==> src/rtl/cnt_snapshot_fifo.sv <==
// rtl/cnt_snapshot_fifo.sv - counter/carry-sum snapshot capture into a small FIFO
module cnt_snapshot_fifo #(
    parameter int CNT_W     = 8,
    parameter int CC_W      = 2,
    parameter int DEPTH     = 4,
    parameter int ADDR_W    = 2,
    parameter int TRIG_EDGE = 1
) (
    input  logic                    clk,
    input  logic                    rst,
    input  logic [CNT_W-1:0]        cnt_in,
    input  logic [CC_W-1:0]         cc_in,
    input  logic                    trig,
    input  logic                    out_ready,
    output logic                    out_valid,
    output logic [CNT_W+CC_W-1:0]   out_data,
    output logic [ADDR_W:0]         level,
    output logic                    full,
    output logic                    overflow,
    output logic [7:0]              drop_cnt,
    input  logic                    clr_ovf
);

    localparam int DW = CNT_W + CC_W;

    logic [DW-1:0]     mem [DEPTH];
    logic [ADDR_W-1:0] rd_ptr;
    logic [ADDR_W-1:0] wr_ptr;
    logic              trig_q;
    logic              cap;
    logic              pop;
    logic              push;
    logic              drop;

    // trig_q resets low so a trigger held across reset release yields one capture
    assign cap       = (TRIG_EDGE != 0) ? (trig & ~trig_q) : trig;
    assign out_valid = (level != '0);
    assign full      = (level == (ADDR_W + 1)'(DEPTH));
    assign pop       = out_valid & out_ready;
    assign push      = cap & (~full | pop);
    assign drop      = cap & full & ~pop;
    assign out_data  = out_valid ? mem[rd_ptr] : '0;

    always_ff @(posedge clk) begin
        if (!rst && push) begin
            mem[wr_ptr] <= {cc_in, cnt_in};
        end
    end

    always_ff @(posedge clk) begin
        if (rst) begin
            rd_ptr <= '0;
            wr_ptr <= '0;
            level  <= '0;
            trig_q <= 1'b0;
        end else begin
            trig_q <= trig;
            if (push) begin
                wr_ptr <= wr_ptr + ADDR_W'(1);
            end
            if (pop) begin
                rd_ptr <= rd_ptr + ADDR_W'(1);
            end
            case ({push, pop})
                2'b10:   level <= level + (ADDR_W + 1)'(1);
                2'b01:   level <= level - (ADDR_W + 1)'(1);
                default: level <= level;
            endcase
        end
    end

    // A drop in the same cycle as clr_ovf restarts the count at one
    always_ff @(posedge clk) begin
        if (rst) begin
            overflow <= 1'b0;
            drop_cnt <= 8'd0;
        end else if (drop) begin
            overflow <= 1'b1;
            if (clr_ovf) begin
                drop_cnt <= 8'd1;
            end else if (drop_cnt != 8'hFF) begin
                drop_cnt <= drop_cnt + 8'd1;
            end
        end else if (clr_ovf) begin
            overflow <= 1'b0;
            drop_cnt <= 8'd0;
        end
    end

endmodule

==> config.mk <==
export PLATFORM = sky130hd
export DESIGN_NAME = cnt_snapshot_fifo
export DESIGN_NICKNAME = d
export VERILOG_FILES = /design/src/rtl/cnt_snapshot_fifo.sv
export SDC_FILE = /design/constraint.sdc
export NUM_CORES = 1
export LEC_CHECK = 0
export ABC_AREA = 1
export CAP_MARGIN = 10
export CORE_AREA = 2 2 53 104
export DETAILED_ROUTE_END_ITERATION = 10
export DIE_AREA = 0 0 55 106
export PLACE_DENSITY = 0.78
export REMOVE_ABC_BUFFERS = 1
export SLEW_MARGIN = 20
export SYNTH_ARGS = -nofsm -noshare
export SYNTH_HDL_FRONTEND = slang
export SYNTH_SLANG_ARGS = --single-unit
==> constraint.sdc <==
create_clock -name clk -period 1.6 [get_ports clk]
set_input_delay 0.24 -clock clk [delete_from_list [all_inputs] [get_ports clk]]
set_output_delay 0.24 -clock clk [all_outputs]
set_load 0.03 [all_outputs]
==> out/results.md <==
| Result | Value |
|:---|:---|
| Post-synthesis sequential element count | 59 |
| DIE WIDTH | 55 microns |
| Boundary Pins | 39 |
| Cell type of the slowest stage on the worst timing path | dfxtp_4 |
| DRC violation total after the first TritonRoute iteration | 43 |
| Y dimension of the die | 106 microns |
| Final Hold Slack | 0.477 ns |
| Sequential element share of the synthesized area | 61.4% |
| Worst-case headroom to the max-slew limit | 79.0% |
| Cells after synthesis | 262 |
| Startpoint of the worst register-to-register path | level[0]$_SDFFE_PP0P_ |
| Port bufs | 38 |
| Proportion of layout cells with a drive suffix above 1 | 24.2% |
| LEAKAGE | 1.38 nW |
| # diodes | 0 |
| Filler cells | 422 |
| Path type of the worst setup path | reg -> out |
| Number of buffers created by CTS | 9 |
| Placed Cells | 373 |
| Top cell by count, worst path | buf_6 |
| Effective utilization at floorplan | 50.5% |
| Area inside the core boundary | 5090 sq um |
| Worst endpoint required time | 1.36 ns |
| Final TNS setup | -1.39 ns |
| Power per unit of standard cell area | 1190 nW/um^2 |
| Worst supply voltage drop on vdd | 0.955 mV |
| Antenna viol nets, final | 0 |
| Clock Tree Buf Depth | 2 |
| First-pass GRT wire length | 8800 microns |
| Number of unique standard cell types used by synthesis | 24 |
| GP Congestion | 0.793 |
| Power, Total | 4.08 mW |
| DIE AREA | 5830 sq um |
| Antenna violations before repair | 0 |
| Kind of path behind the tightest hold check | reg -> reg |
| Filler-free cell count of the finished design | 397 |
| CTS tree | done |
| Core occupancy in the finished layout | 67.1% |
| Reported max-cap violation count | 0 |
| Remaining routing DRC violations | 0 |
| Net count reported at finish | 355 |
| Total wirelength of the detailed-routed design | 5750 microns |
| Maximum number of pins on one net before global-route repair | 11 |
| Clock sink count | 59 |
| Final worst-path setup slack | -0.176 ns |
| Final worst path period need | 1.78 ns |
| CP delay by family, top | buffers and inverters |
| Final clock skew | 0.00444 ns |
| Cell area after layout | 3420 sq um |
| Detailed Place HPWL | 3730 microns |
| Number of hold-slack violations in the final timing report | 0 |
| Type of element launching the critical path | flip-flop |
| Root cell of the clock tree | clkbuf_8 |
| Post-synthesis instance area | 2570 sq um |
| Max incr delay on CP | 0.39 ns |
| Post-place instance area | 3130 sq um |
| Max-slew violations | 0 |
| CP max FO | 5 |
| Slew of the pin with the lowest slew margin | 0.312 ns |
| Count of hold buffers inserted by post-cts repair | 0 |
| Clock H-tree levels | 3 |
| CP Data Arrival Time | 1.54 ns |
| Via/cell ratio | 5.17 |
| Routed wire per std cell | 14.5 microns |
| Overall fraction of global-route tracks in use | 21.6% |
| Number of buffers and inverters on the critical path | 4 |
| Fmax | 563 MHz |
| Average cell area after synthesis | 9.82 sq um |
| Clock transition at path regs | 0.06 ns |
| Yosys warning total | 0 |
| Violated checks | setup timing |
| Vias in the first global route | 1992 |
| Total setup violations reported at the end of the flow | 10 |
| Via Count | 2052 |
| Hold Path Origin | drop_cnt[7]$_SDFFE_PP0P_ |
| Pre-antenna DRT Iters | 4 |
| Placement-stage worst setup slack | -0.173 ns |
| Placement row count | 37 |
| List of cells traversed by the critical path | buf_6 -> buf_6 -> clkinvlp_4 -> o21ai_2 -> a21oi_1 -> buf_4 |
| Remaining Overflow, GRT | 0 |
| Endpoint class of the critical path | primary output |
| Setup repair after global routing missed its margin | yes |
| Commonest non-fill, non-tap cell in the layout | nor2_1 |
| Most frequent cells in the layout | nor2_1, edfxtp_1, buf_4 |
| Result of the run | finished with violations |
| Final period util | 111% |
| Layout area overhead | 32.8% |
| Clock latency at the later pin of the worst-skew pair | 0.33 ns |
[final cells by class]
cell class	instances	area, sq um	share of cell area, %
inverter	31	124	3.63
sequential	59	1590	46.5
clock buffer	11	131	3.84
clock inverter	5	30.0	0.879
timing repair buffer	63	561	16.4
timing repair inverter	3	22.5	0.659
tap	58	72.6	2.12
multi-input combinational	167	887	26.0
[sequential cells by signal (all words and copies together) (netlist names), named ones only]
register,flops
drop_cnt,8
level,3
mem,40
overflow,1
rd_ptr,2
trig_q,1
wr_ptr,2
[cell families after synthesis]
| group | share of synthesized area [%] |
|---|---|
| flip-flops | 61.4 |
| adder cells (fa/ha/maj) | 3.21 |
| AO/OA/AOI/OAI | 10.5 |
| AND/OR/NAND/NOR | 19.5 |
| buffers and inverters | 5.35 |
[layer usage]
metal	wire length (microns)	GRT usage (%)
met2	3370	40.1
met3	235	4.92
met4	172	10.3
met1	1970	20.2
met5	0	0
[cells in the mapped netlist, drive strengths merged]
master / count / area, sq um
dfxtp: 19 / 380
nand4: 5 / 31.3
o21ai: 31 / 155
nor3: 1 / 5.00
inv: 29 / 109
nand2: 30 / 140
clkinv: 2 / 7.51
nor2: 59 / 248
fa: 1 / 20.0
ha: 5 / 62.6
a21oi: 23 / 115
buf: 2 / 10.0
clkbuf: 3 / 11.3
nand3: 12 / 77.6
edfxtp: 40 / 1200
[worst paths after layout]
path                                   end  slack, ns  cells past startpoint
setup / recovery               out_data[7]      -0.18                      6
setup reg to reg     level[2]$_SDFFE_PP0P_       0.14                      8
hold reg to reg   drop_cnt[7]$_SDFFE_PP0P_       0.48                      2
hold / removal    drop_cnt[7]$_SDFFE_PP0P_       0.48                      2
[worst register-to-register path, delay by kind of cell, from the launching register on]
family | cells | cell delay [ns]
AND/OR/NAND/NOR | 6 | 0.46
AO/OA/AOI/OAI | 1 | 0.14
adder cells (fa/ha/maj) | 1 | 0.39
flip-flops | 1 | 0.37
[where the power goes]
part | leakage, nW | internal (mW) | switching, mW
Sequential | 0.519 | 1.70 | 0.0548
Clock | 0.0791 | 0.553 | 0.565
Combinational | 0.786 | 0.454 | 0.754
[what timing repair did]
| item | 4_1_cts | 5_1_grt |
|---|---|---|
| pin swaps | 1 | 15 |
| setup buffers | 1 | 4 |
| gates cloned | 4 | 0 |
| endpoints found under the setup margin | 21 | 13 |
| gates resized for setup | 28 | 32 |
Power figures use the tool's default switching activity.
